<file path="config.mk">
export PLATFORM = sky130hd
export DESIGN_NAME = dmem_ctrl
export DESIGN_NICKNAME = d
export VERILOG_FILES = /design/src/rtl/dmem_pkg.sv /design/src/rtl/load_align.sv /design/src/rtl/dmem_ctrl.sv
export SDC_FILE = /design/constraint.sdc
export NUM_CORES = 1
export LEC_CHECK = 0
export ABC_CLOCK_PERIOD_IN_PS = 4050
export CORE_AREA = 2 2 147 113
export CTS_BUF_LIST = sky130_fd_sc_hd__clkbuf_16
export CTS_CLUSTER_DIAMETER = 200
export DETAILED_ROUTE_END_ITERATION = 10
export DIE_AREA = 0 0 149 115
export PLACE_DENSITY = 0.76
export SLEW_MARGIN = 20
export SYNTH_ARGS = -nofsm -noshare
export SYNTH_HDL_FRONTEND = slang
export SYNTH_SLANG_ARGS = --single-unit
</file>
<file path="constraint.sdc">
create_clock -name clk -period 4.05 [get_ports clk]
set_clock_uncertainty 0.05 [all_clocks]
set_input_delay 0.6075 -clock clk [delete_from_list [all_inputs] [get_ports clk]]
set_output_delay 0.6075 -clock clk [all_outputs]
set_load 0.005 [all_outputs]
</file>
<file path="src/rtl/dmem_pkg.sv">
`default_nettype none
// ============================================================================
//  Module      : dmem_pkg
//  Description : Shared constants and types for the data-memory controller:
//                access size encodings, FSM state enum, timeout default.
//  Revision    : 1.0 - initial release
// ============================================================================
package dmem_pkg;

    localparam logic [1:0] c_sz_byte = 2'b00;
    localparam logic [1:0] c_sz_half = 2'b01;
    localparam logic [1:0] c_sz_word = 2'b10;   // 2'b11 also decodes as word

    localparam int c_timeout_default = 255;

    typedef enum logic [1:0] {
        st_idle = 2'd0,
        st_req  = 2'd1,
        st_wait = 2'd2,
        st_done = 2'd3
    } state_t;

endpackage
`default_nettype wire

</file>
<file path="src/rtl/load_align.sv">
`default_nettype none
// ============================================================================
//  Module      : load_align
//  Description : Selects the addressed byte/half lane of a memory word and
//                sign- or zero-extends it to 32 bits.
//  Revision    : 1.0 - initial release
// ============================================================================
module load_align
    import dmem_pkg::*;
(
    input  logic [31:0] word,
    input  logic [1:0]  addr,
    input  logic [1:0]  size,
    input  logic        ld_unsigned,
    output logic [31:0] value
);

    logic [7:0]  w_byte;
    logic [15:0] w_half;

    // Pick the addressed lane, then extend it according to size/signedness.
    always_comb begin
        w_byte = word[7:0];
        case (addr)
            2'd1:    w_byte = word[15:8];
            2'd2:    w_byte = word[23:16];
            2'd3:    w_byte = word[31:24];
            default: w_byte = word[7:0];
        endcase
        w_half = addr[1] ? word[31:16] : word[15:0];
        case (size)
            c_sz_byte: value = {{24{w_byte[7] & ~ld_unsigned}}, w_byte};
            c_sz_half: value = {{16{w_half[15] & ~ld_unsigned}}, w_half};
            default:   value = word;
        endcase
    end

endmodule
`default_nettype wire

</file>
<file path="src/rtl/dmem_ctrl.sv">
`default_nettype none
// ============================================================================
//  Module      : dmem_ctrl
//  Description : Data-memory controller between the CPU datapath and a
//                request/grant memory bus. Handles alignment checks, byte
//                enables, store replication, load extension and timeouts.
//  Revision    : 1.0 - initial release
// ============================================================================
module dmem_ctrl
    import dmem_pkg::*;
#(
    parameter int TIMEOUT = c_timeout_default
) (
    input  logic        clk,
    input  logic        reset,
    input  logic        memread,
    input  logic        memwrite,
    input  logic [1:0]  size,
    input  logic        ld_unsigned,
    input  logic [31:0] addr,
    input  logic [31:0] wdata,
    output logic [31:0] rdata,
    output logic        stall,
    output logic        misalign,
    output logic        bus_err,
    output logic        mem_req,
    output logic        mem_we,
    output logic [31:0] mem_addr,
    output logic [3:0]  mem_be,
    output logic [31:0] mem_wdata,
    input  logic        mem_gnt,
    input  logic        mem_rvalid,
    input  logic [31:0] mem_rdata
);

    localparam int                 c_cnt_w   = (TIMEOUT < 1) ? 1 : $clog2(TIMEOUT + 1);
    localparam logic [c_cnt_w-1:0] c_cnt_max = c_cnt_w'(TIMEOUT);
    localparam logic [c_cnt_w-1:0] c_cnt_one = c_cnt_w'(1);

    state_t             r_state;
    state_t             w_next;
    logic [c_cnt_w-1:0] r_cnt;
    logic [31:0]        r_rdata;
    logic [29:0]        r_waddr;
    logic [1:0]         r_lane;
    logic [3:0]         r_be;
    logic [31:0]        r_wdata;
    logic [1:0]         r_size;
    logic               r_uns;
    logic               r_we;

    logic               w_aligned;
    logic               w_start;
    logic               w_timeout;
    logic [3:0]         w_be;
    logic [31:0]        w_wdata;
    logic [31:0]        w_load;

    // Decode alignment, byte enables and lane-replicated store data.
    always_comb begin
        w_aligned = 1'b1;
        w_be      = 4'b1111;
        w_wdata   = wdata;
        case (size)
            c_sz_byte: begin
                w_be    = 4'b0001 << addr[1:0];
                w_wdata = {4{wdata[7:0]}};
            end
            c_sz_half: begin
                w_aligned = ~addr[0];
                w_be      = addr[1] ? 4'b1100 : 4'b0011;
                w_wdata   = {2{wdata[15:0]}};
            end
            default: w_aligned = (addr[1:0] == 2'b00);
        endcase
    end

    assign w_timeout = ((r_state == st_req) || (r_state == st_wait)) && (r_cnt == c_cnt_max);

    // Next-state and control outputs; reset forces every output low at once.
    always_comb begin
        w_next   = r_state;
        w_start  = 1'b0;
        stall    = 1'b0;
        misalign = 1'b0;
        bus_err  = 1'b0;
        mem_req  = 1'b0;
        rdata    = '0;
        case (r_state)
            st_idle: begin
                if (memread || memwrite) begin
                    if (w_aligned) begin
                        stall   = 1'b1;
                        w_start = 1'b1;
                        w_next  = st_req;
                    end else begin
                        misalign = 1'b1;
                    end
                end
            end
            st_req: begin
                stall = 1'b1;
                if (w_timeout) begin
                    bus_err = 1'b1;
                    w_next  = st_done;
                end else begin
                    mem_req = 1'b1;
                    if (mem_gnt) w_next = r_we ? st_done : st_wait;
                end
            end
            st_wait: begin
                stall = 1'b1;
                if (w_timeout) begin
                    bus_err = 1'b1;
                    w_next  = st_done;
                end else if (mem_rvalid) begin
                    w_next = st_done;
                end
            end
            st_done: begin
                rdata  = r_rdata;
                w_next = st_idle;
            end
            default: w_next = st_idle;
        endcase
        if (reset) begin
            stall    = 1'b0;
            misalign = 1'b0;
            bus_err  = 1'b0;
            mem_req  = 1'b0;
            rdata    = '0;
            w_start  = 1'b0;
        end
    end

    // Bus fields come from the captured request and are zero when idle.
    assign mem_we    = mem_req & r_we;
    assign mem_addr  = mem_req ? {r_waddr, 2'b00} : '0;
    assign mem_be    = mem_req ? r_be : '0;
    assign mem_wdata = mem_req ? r_wdata : '0;

    load_align u_load_align (
        .word        (mem_rdata),
        .addr        (r_lane),
        .size        (r_size),
        .ld_unsigned (r_uns),
        .value       (w_load)
    );

    // State register.
    always_ff @(posedge clk or posedge reset) begin
        if (reset) r_state <= st_idle;
        else       r_state <= w_next;
    end

    // Capture the request, run the timeout counter and latch load results.
    always_ff @(posedge clk or posedge reset) begin
        if (reset) begin
            r_cnt   <= '0;
            r_rdata <= '0;
            r_waddr <= '0;
            r_lane  <= '0;
            r_be    <= '0;
            r_wdata <= '0;
            r_size  <= '0;
            r_uns   <= 1'b0;
            r_we    <= 1'b0;
        end else if (w_start) begin
            r_cnt   <= '0;
            r_rdata <= '0;
            r_waddr <= addr[31:2];
            r_lane  <= addr[1:0];
            r_be    <= w_be;
            r_wdata <= w_wdata;
            r_size  <= size;
            r_uns   <= ld_unsigned;
            r_we    <= memwrite;
        end else if ((r_state == st_req) || (r_state == st_wait)) begin
            r_cnt <= r_cnt + c_cnt_one;
            if (w_timeout)
                r_rdata <= '0;
            else if ((r_state == st_wait) && mem_rvalid)
                r_rdata <= w_load;
        end
    end

endmodule
`default_nettype wire

</file>
Yosys cells after proc, flatten, opt, wreduce, memory -nomap -nowiden. Cells that the tools add are included.

Eq/ne operators: 13. Shift-type cells: 1. Add/sub/neg operators: 1. Muxes and demuxes: 42. Bitwise logic cells: 5. Reduce and logical (&&, ||, !) cells: 13.

Operators with widths (count): $mux W32 (8); $pmux W32 S2 (2); $pmux W8 S3 (1); $mux W1 (16); $mux W16 (1); $mux W8 (2); $mux W2 (6); $add A8 B1 Y8 const B (1); $eq A2 B1 Y1 const B (4); $eq A2 B2 Y1 const B (4); $eq A8 B8 Y1 const B (1); $logic_not A2 Y1 (4); $mux W4 (2); $pmux W2 S4 (1); $pmux W4 S2 (1); $ne A3 B3 Y1 const B (2); $ne A2 B2 Y1 const B (2); $pmux W1 S2 (2); $reduce_and A4 Y1 (1); $shl A1 B2 Y4 const A (1); $and A1 B1 Y1 (3); $reduce_bool A3 Y1 (1); $logic_and A1 B1 Y1 (2); $logic_or A1 B1 Y1 (2); other kinds (4) (5).

Output and inout port bits: 105. Input bits: 105. Word-level logic and storage cells: 85. Register bits after elaboration: 114.

Depth between registers and ports, before layout. Gate-level depths: netlist of run 1.

Depth after elaboration: 8. Mapped depth: 8. Gate-level depth less buffers: 6.

By module. From an unflattened synthesis of run 1, not the netlist that was laid out.

Cell total of the unflattened synthesis: 733. Area, all modules: 6581.3 um^2.

Modules (own cells, without submodules): dmem_ctrl (area an instance 5597.9 um^2, cells each 600, times used 1, sequential area each 2852.7 um^2); load_align (area an instance 983.4 um^2, cells each 133, times used 1, sequential area each 0.0 um^2).

Least setup slack after synthesis of run 1. No wires, ideal clock.

Path type: in2out. Start: in reset. End: out stall. Slack: -0.047 ns. Data arrival time: 3.439 ns. Required time: 3.392 ns. Cell stages on the path: 3. Path through: inv_1 > nand2_1 > a21oi_2.

Longest elaborated chain between the ends: 1.

Ends and longest elaborated chain: start: declaration (line dmem_ctrl.sv:15) `input logic reset,`; $mux W1 (line dmem_ctrl.sv:126) `if (reset) begin`; end: declaration (line dmem_ctrl.sv:23) `output logic stall,`.

Every way passes these cells.

Worst setup path in the final report of run 1.
Start: reg r_state[0]. End: out mem_addr[31].

Longest elaborated chain between the ends: 7.

Ends and longest elaborated chain: start: declaration (line dmem_ctrl.sv:40) `state_t r_state;`; start signal: assignment (line dmem_ctrl.sv:152) `if (reset) r_state <= st_idle;`; start signal: assignment (line dmem_ctrl.sv:153) `else r_state <= w_next;`; $eq A2 B1 Y1 / $eq A2 B2 Y1 (equally long branches) (line dmem_ctrl.sv:78, dmem_ctrl.sv:89); $logic_or A1 B1 Y1 (line dmem_ctrl.sv:78) `assign w_timeout = ((r_state == st_req) || (r_state == st_wait)) && (r_cnt == c_cnt_max);`; $logic_and A1 B1 Y1 (line dmem_ctrl.sv:78); $mux W1 (line dmem_ctrl.sv:103) `if (w_timeout) begin`; $mux W1 (*) (line dmem_ctrl.sv:89) `case (r_state)`; $mux W1 (*) (line dmem_ctrl.sv:126); $mux W32 (*) (line dmem_ctrl.sv:138) `assign mem_addr = mem_req ? {r_waddr, 2'b00} : '0;`; end: declaration (line dmem_ctrl.sv:28) `output logic [31:0] mem_addr,`.

Mark *: on every way between the ends. The rest lies on a longest branch, timed or not.

==> results.py, run 1 <==
metrics = {
    "status": {
        "status": "finished, final reports clean",
    },
    "critical_path": {
        "worst-setup-path-type": "reg2out",
        "slowest_stage": "ha_1",
        "critPathLaunch": "r_state[0]",
        "required_ps": 3390,
        "reg2reg_to": "r_rdata[10]",
        "cp.buffers_inverters": 3,
        "path_max_fanout": 68,
        "cpPeakStageDelay_ps": 600,
        "end_kind": "primary output",
        "reg2regPathDepth": 6,
        "cp.arrival_ps": 3160,
        "path_cells": "inv_1 -> ha_1 -> nand4_1 -> nor2_1 -> nor3b_2 -> buf_12 -> and2_1 -> clkdlybuf4s50_1",
        "r2r-start": "r_state[0]",
        "cp_top_family": "simple AND/OR/NAND/NOR gates",
        "start_kind": "flop",
        "reg2reg_slack_ps": 1440,
    },
    "cells_and_area": {
        "antennaDiodeCount": 0,
        "fin_nets": 1022,
        "seq_area_um2": 2850,
        "multi_input_area_um2": 3290,
        "drive_gt1_share_pct": 8.13,
        "nFillCells": 1371,
        "syn_to_final_growth_pct": 42.0,
    },
    "die": {
        "io_pins": 210,
        "core-area_um2": 15700,
        "die_w_um": 149,
        "die_y_um": 115,
        "initial_core_util_pct": 41.4,
        "die_area_um2": 17100,
        "num_rows": 40,
    },
    "timing": {
        "slew_viol_final": 0,
        "setup_ws_ps": 236,
        "setup_viol": 0,
        "tns_ps": 0,
        "slew_headroom_pct": 32.4,
        "worst_pin_slew_ps": 1010,
        "fmax_ghz": 0.262,
        "fin_crit_sh_pct": 94.2,
        "rsz0062_at_grt": "no",
        "hold_viol": 0,
        "finalCriticalPeriod_ps": 3810,
    },
    "yosys": {
        "syn_area_um2": 6510,
        "yosysWarnings": 0,
        "ys_top_cells_by_area": "dfrtp_1, nand2_1, and2_1",
        "synth_seq_cells": 114,
        "yosys.area.top_type": "dfrtp_1",
        "synth-seq-area-share_pct": 43.8,
        "netlist_instances": 727,
        "synth_common_cells": "nand2_1, dfrtp_1, and2_1",
        "synth.distinct_cells": 55,
        "avgSynthCellArea_um2": 8.96,
        "yosysMostFrequentCell": "nand2_1",
        "synth_edf_count": 0,
        "synth_top_area_share_pct": 43.8,
        "yosys_most_used_dff": "dfrtp_1",
        "async_reset_ff_share_pct": 100,
    },
    "clock_tree": {
        "cts_sinks": 114,
        "hold_buffers": 0,
        "cts_htree_levels": 4,
        "cts_resized": 0,
        "clk_pin_slew_worst_paths_ps": 50,
        "clock_latency_ps": 400,
        "post_cts_buffers": 0,
        "cts.root.buffer_cell": "clkbuf_16",
        "cts_tree": "done",
        "clock_path_buffers": 2,
        "cts_buffers": 17,
    },
    "route": {
        "drcViolationCount": 0,
        "firstDrtPassIters": 5,
        "drtAntennaViolNets": 0,
        "drt_iter0_markers": 401,
        "vias": 5780,
        "wl_per_cell_um": 16.6,
        "finalWirelength_um": 18800,
        "via_per_inst": 5.11,
    },
    "grt": {
        "grt_usage_pct": 22.4,
        "grt_pass1_wl_um": 30000,
        "antenna_found_initial": 0,
        "grt_max_degree": 92,
        "grt_pass1_vias": 5638,
        "grt_overflow": 0,
    },
    "hold_path": {
        "hold_end": "r_waddr[7]",
        "hp-class": "reg2reg",
        "worstHoldStart": "r_waddr[7]",
        "hold_depth": 2,
    },
    "placed_design": {
        "dp_slack_ps": 654,
        "place.gp.congestion": 0.819,
        "numPortBuffers": 207,
        "dpl.hpwl_um": 12700,
    },
    "power_and_ir_drop": {
        "power_density_nw_per_um2": 630,
        "p_leak_nw": 4.07,
        "peakVddDrop_mv": 0.308,
    },
    "flow_run": {
        "maxCapViolations": 0,
    },
}
worst register-to-register path, stage by stage (launching register included):
cell     delay [ps]
dfrtp_1         430
inv_1           120
ha_1            600
nand4_1         260
o21ai_0         440
a21oi_4         270
a32o_1          300
per-stage QoR:
step / cells / util (%) / hold slack, ps / cell area (um2) / total power, mW
floorplan: 728 / - / 387 / 6520 / 3.46
global placement: 1101 / 55.0 / 398 / 8640 / 4.23
detailed placement: 1101 / 55.0 / 404 / 8640 / 4.28
CTS: 1132 / 58.8 / 417 / 9240 / 5.86
global route: 1132 / 58.8 / 427 / 9250 / 6.23
finish: 1132 / 58.8 / 412 / 9250 / 5.83
kinds of logic (layout without fill, tap and decap cells):
group / after synthesis / after routing / share of synthesized area [%]
AOI/OAI and AO/OA: 124 / 124 / 14.2
DFF: 114 / 114 / 43.8
buffers and inverters: 74 / 268 / 6.07
other: 1 / 2 / 0.0576
xor gates and xnor gates: 8 / 8 / 1.08
and+or+nand+nor: 356 / 356 / 26.5
adders and majority gates: 7 / 7 / 1.35
muxes: 43 / 43 / 6.94
cell usage in the layout (no fill, tap or decap), types with 2 or more instances in the layout:
cell type | synthesis | final
clkdlybuf4s50_1 | 0 | 207
nand2_1 | 180 | 180
dfrtp_1 | 114 | 114
and2_1 | 99 | 99
mux2i_1 | 35 | 35
nor2_1 | 31 | 31
a21oi_1 | 20 | 19
inv_1 | 19 | 18
a22oi_1 | 17 | 17
o2bb2ai_1 | 17 | 17
clkbuf_16 | 0 | 17
o21ai_2 | 12 | 12
o21ai_1 | 12 | 12
o21ai_0 | 10 | 10
nand2b_1 | 10 | 10
buf_4 | 4 | 10
o211ai_1 | 9 | 9
nand3b_1 | 8 | 8
mux2_2 | 7 | 7
a32o_1 | 7 | 7
ha_1 | 7 | 7
xor2_1 | 6 | 6
nor2b_1 | 5 | 5
o32ai_1 | 5 | 5
nand4_1 | 4 | 4
nand3_1 | 4 | 4
bufinv_16 | 0 | 4
clkinv_2 | 0 | 4
clkinv_1 | 0 | 4
clkinvlp_4 | 0 | 3
o32ai_2 | 3 | 3
xnor2_1 | 2 | 2
nor3_1 | 2 | 2
or2_2 | 2 | 2
o31ai_1 | 2 | 2
conb_1 | 1 | 2
per-layer routing:
layer  GRT usage, %  routed length, um  up-vias
met5              0                  0        -
met4           5.02                209        0
met3           9.64               1770       18
met2           34.3               8330      220
met1           29.5               8460     2735
li1               -                  -     2807
registers in the layout, summed over array words and instances, names as in the netlist:
register  cells
r_be          4
r_cnt         8
r_lane        2
r_rdata      32
r_size        2
r_state       2
r_uns         1
r_waddr      30
r_wdata      32
r_we          1
where the power goes:
part / switching (mW) / total [mW] / internal (mW)
clock network: 0.515 / 1.53 / 1.01
logic: 1.12 / 2.24 / 1.11
registers: 0.402 / 2.07 / 1.66
final cells by class:
class / count / share of cell area [%]
multi-input combinational: 540 / 35.6
inverter: 19 / 0.812
timing repair buffer: 218 / 23.4
tap: 210 / 2.84
sequential: 114 / 30.9
clock inverter: 14 / 1.84
clock buffer: 17 / 4.60
worst max-delay path by stage:
| stage | endpoint | slack [ps] | cells past startpoint |
|---|---|---|---|
| 2_1_floorplan | stall | 800 | 3 |
| 3_3_place_gp | stall | 680 | 5 |
| 3_5_place_dp | stall | 650 | 5 |
| 4_1_cts | mem_wdata[11] | 280 | 8 |
| 5_1_grt | mem_addr[21] | 60 | 8 |
| 6_report | mem_addr[31] | 240 | 8 |
(Power assumes the default switching activity.)
==> inputs of run 2 (changes only) <==
ABC_CLOCK_PERIOD_IN_PS = 3300   (was 4050)
CORE_AREA = 8 8 153 119   (was 2 2 147 113)
DIE_AREA = 0 0 161 127   (was 0 0 149 115)
clock period = 3.3 ns   (was 4.05 ns; I/O delays follow)
==> results.py, run 2 (synthesized netlist as in run 1, its figures left out) <==
metrics = {
    "placed_design": {
        "placedCellCount": 1112,
        "numPortBuffers": 207,
        "dpl_cell_area_um2": 8720,
        "dpl.hpwl_um": 14300,
        "place.gp.congestion": 0.795,
    },
    "die": {
        "die_y_um": 127,
        "die_area_um2": 20400,
        "core-area_um2": 15700,
        "die_w_um": 161,
        "num_rows": 40,
        "io_pins": 210,
        "initial_core_util_pct": 41.4,
    },
    "cells_and_area": {
        "fin_cells": 1151,
        "syn_to_final_growth_pct": 43.8,
        "reg_top3": "r_rdata x32, r_wdata x32, r_waddr x30",
        "drive_gt1_share_pct": 9.99,
        "antennaDiodeCount": 0,
        "layout_common_cells": "clkdlybuf4s50_1, nand2_1, dfrtp_1",
        "fin_area_um2": 9360,
        "final_common_cell": "clkdlybuf4s50_1",
        "fin_nets": 1040,
    },
    "critical_path": {
        "start_kind": "flop",
        "cp.arrival_ps": 2620,
        "reg2regPathDepth": 7,
        "end_kind": "primary output",
        "reg2reg_slack_ps": 1020,
        "slowest_stage": "clkdlybuf4s50_1",
        "cpPeakStageDelay_ps": 540,
        "r2r-start": "r_state[0]",
        "path_depth": 9,
        "reg2reg_to": "r_wdata[12]",
        "path_cells": "inv_2 -> ha_1 -> nand4_1 -> nor2_1 -> nor3b_4 -> buf_4 -> buf_12 -> and2_1 -> clkdlybuf4s50_1",
        "required_ps": 2750,
        "worst-setup-path-type": "reg2out",
        "path_max_fanout": 34,
        "cp_top_family": "buffers and inverters",
        "cp.buffers_inverters": 4,
    },
    "timing": {
        "fmax_ghz": 0.316,
        "rsz0062_at_grt": "no",
        "tns_ps": 0,
        "worst_pin_slew_ps": 1020,
        "finalCriticalPeriod_ps": 3160,
        "hold_viol": 0,
        "fin_crit_sh_pct": 95.8,
        "slew_headroom_pct": 32.1,
        "setup_viol": 0,
        "slew_viol_final": 0,
    },
    "clock_tree": {
        "clock_path_buffers": 2,
        "cts_htree_levels": 4,
        "cts_sinks": 114,
        "cts.root.buffer_cell": "clkbuf_16",
        "hold_buffers": 0,
        "cts_buffers": 17,
        "clock_latency_ps": 410,
        "cts_tree": "done",
        "clk_pin_slew_worst_paths_ps": 50,
    },
    "grt": {
        "antenna_found_initial": 0,
        "grt_max_degree": 92,
        "grt_overflow": 0,
        "grt_pass1_wl_um": 33400,
        "grt_usage_pct": 20.4,
        "grt_pass1_vias": 5992,
    },
    "route": {
        "vias": 5919,
        "wl_per_cell_um": 17.8,
        "drtAntennaViolNets": 0,
        "firstDrtPassIters": 5,
        "drt_iter0_markers": 378,
        "via_per_inst": 5.14,
        "drcViolationCount": 0,
        "finalWirelength_um": 20500,
    },
    "hold_path": {
        "hp-class": "reg2reg",
        "worstHoldStart": "r_waddr[11]",
        "hold_depth": 2,
        "hold_end": "r_waddr[11]",
    },
    "status": {
        "status": "finished, final reports clean",
    },
    "power_and_ir_drop": {
        "power_density_nw_per_um2": 764,
        "p_leak_nw": 4.19,
        "peakVddDrop_mv": 0.379,
    },
    "flow_run": {
        "maxCapViolations": 0,
    },
}
==> run 2: changes by cell type in the layout (fill, tap and decap cells not counted) <==
cell             before  now
a21oi_2               1    2
a21oi_4               1    0
buf_16                0    1
buf_4                10   27
bufinv_16             4    2
clkdlybuf4s50_1     207  204
clkinv_1              4    5
clkinvlp_4            3    4
dlymetal6s2s_1        0    3
inv_1                18   17
inv_2                 0    2
nor3b_2               1    0
nor3b_4               0    1
==> run 2: how the worst max path moves through the flow <==
stage                     startpoint            to
after CTS                 r_state[1]  mem_addr[21]
after global placement         reset         stall
after floorplan                reset         stall
after detailed placement       reset         stall
after global routing      r_state[0]  mem_wdata[2]
final                     r_state[0]   mem_addr[6]
==> run 2: repair_timing <==
item                       CTS  global route
resized for setup            1             6
buffers inserted             5             1
setup endpoints to repair   67            67
pin swaps                    2             1
cloned                       1             0
==> run 2: layout make-up <==
type | instances | area [um2]
multi-input cells | 540 | 3290
repair buffers | 236 | 2330
well taps | 210 | 263
flip-flops and latches | 114 | 2850
clock inverters | 15 | 125
inverters | 19 | 75.1
clock buffers | 17 | 425
fillers | 1418 | 6350
==> run 2: tightest hold or removal path, stage by stage (launching register included) <==
cell	delay, ps
dfrtp_1	330
nand2_1	50
nand2_1	60
==> run 2: power by group <==
group          internal, mW  switching (mW)  total, mW
Combinational          1.46            1.51       2.98
Clock                  1.09           0.648       1.73
Sequential             2.04           0.400       2.44
Total                  4.59            2.56       7.15
==> run 2: routing by layer <==
| metal | GRT usage, % | share of wire, % | up-vias |
|---|---|---|---|
| met5 | 0 | 0 | - |
| met4 | 6.46 | 1.4 | 0 |
| met3 | 10.0 | 12 | 22 |
| met2 | 30.7 | 44 | 246 |
| met1 | 25.3 | 42 | 2807 |
| li1 | - | - | 2844 |
==> run 2: through the flow <==
step	setup slack [ps]	hold WS, ps	utilization, %	power (mW)
3_3_place_gp	292	399	55.5	5.27
2_1_floorplan	278	387	-	4.25
4_1_cts	25.8	418	59.5	7.20
3_5_place_dp	240	404	55.5	5.34
5_1_grt	16.9	433	59.6	7.66
6_report	140	413	59.6	7.15
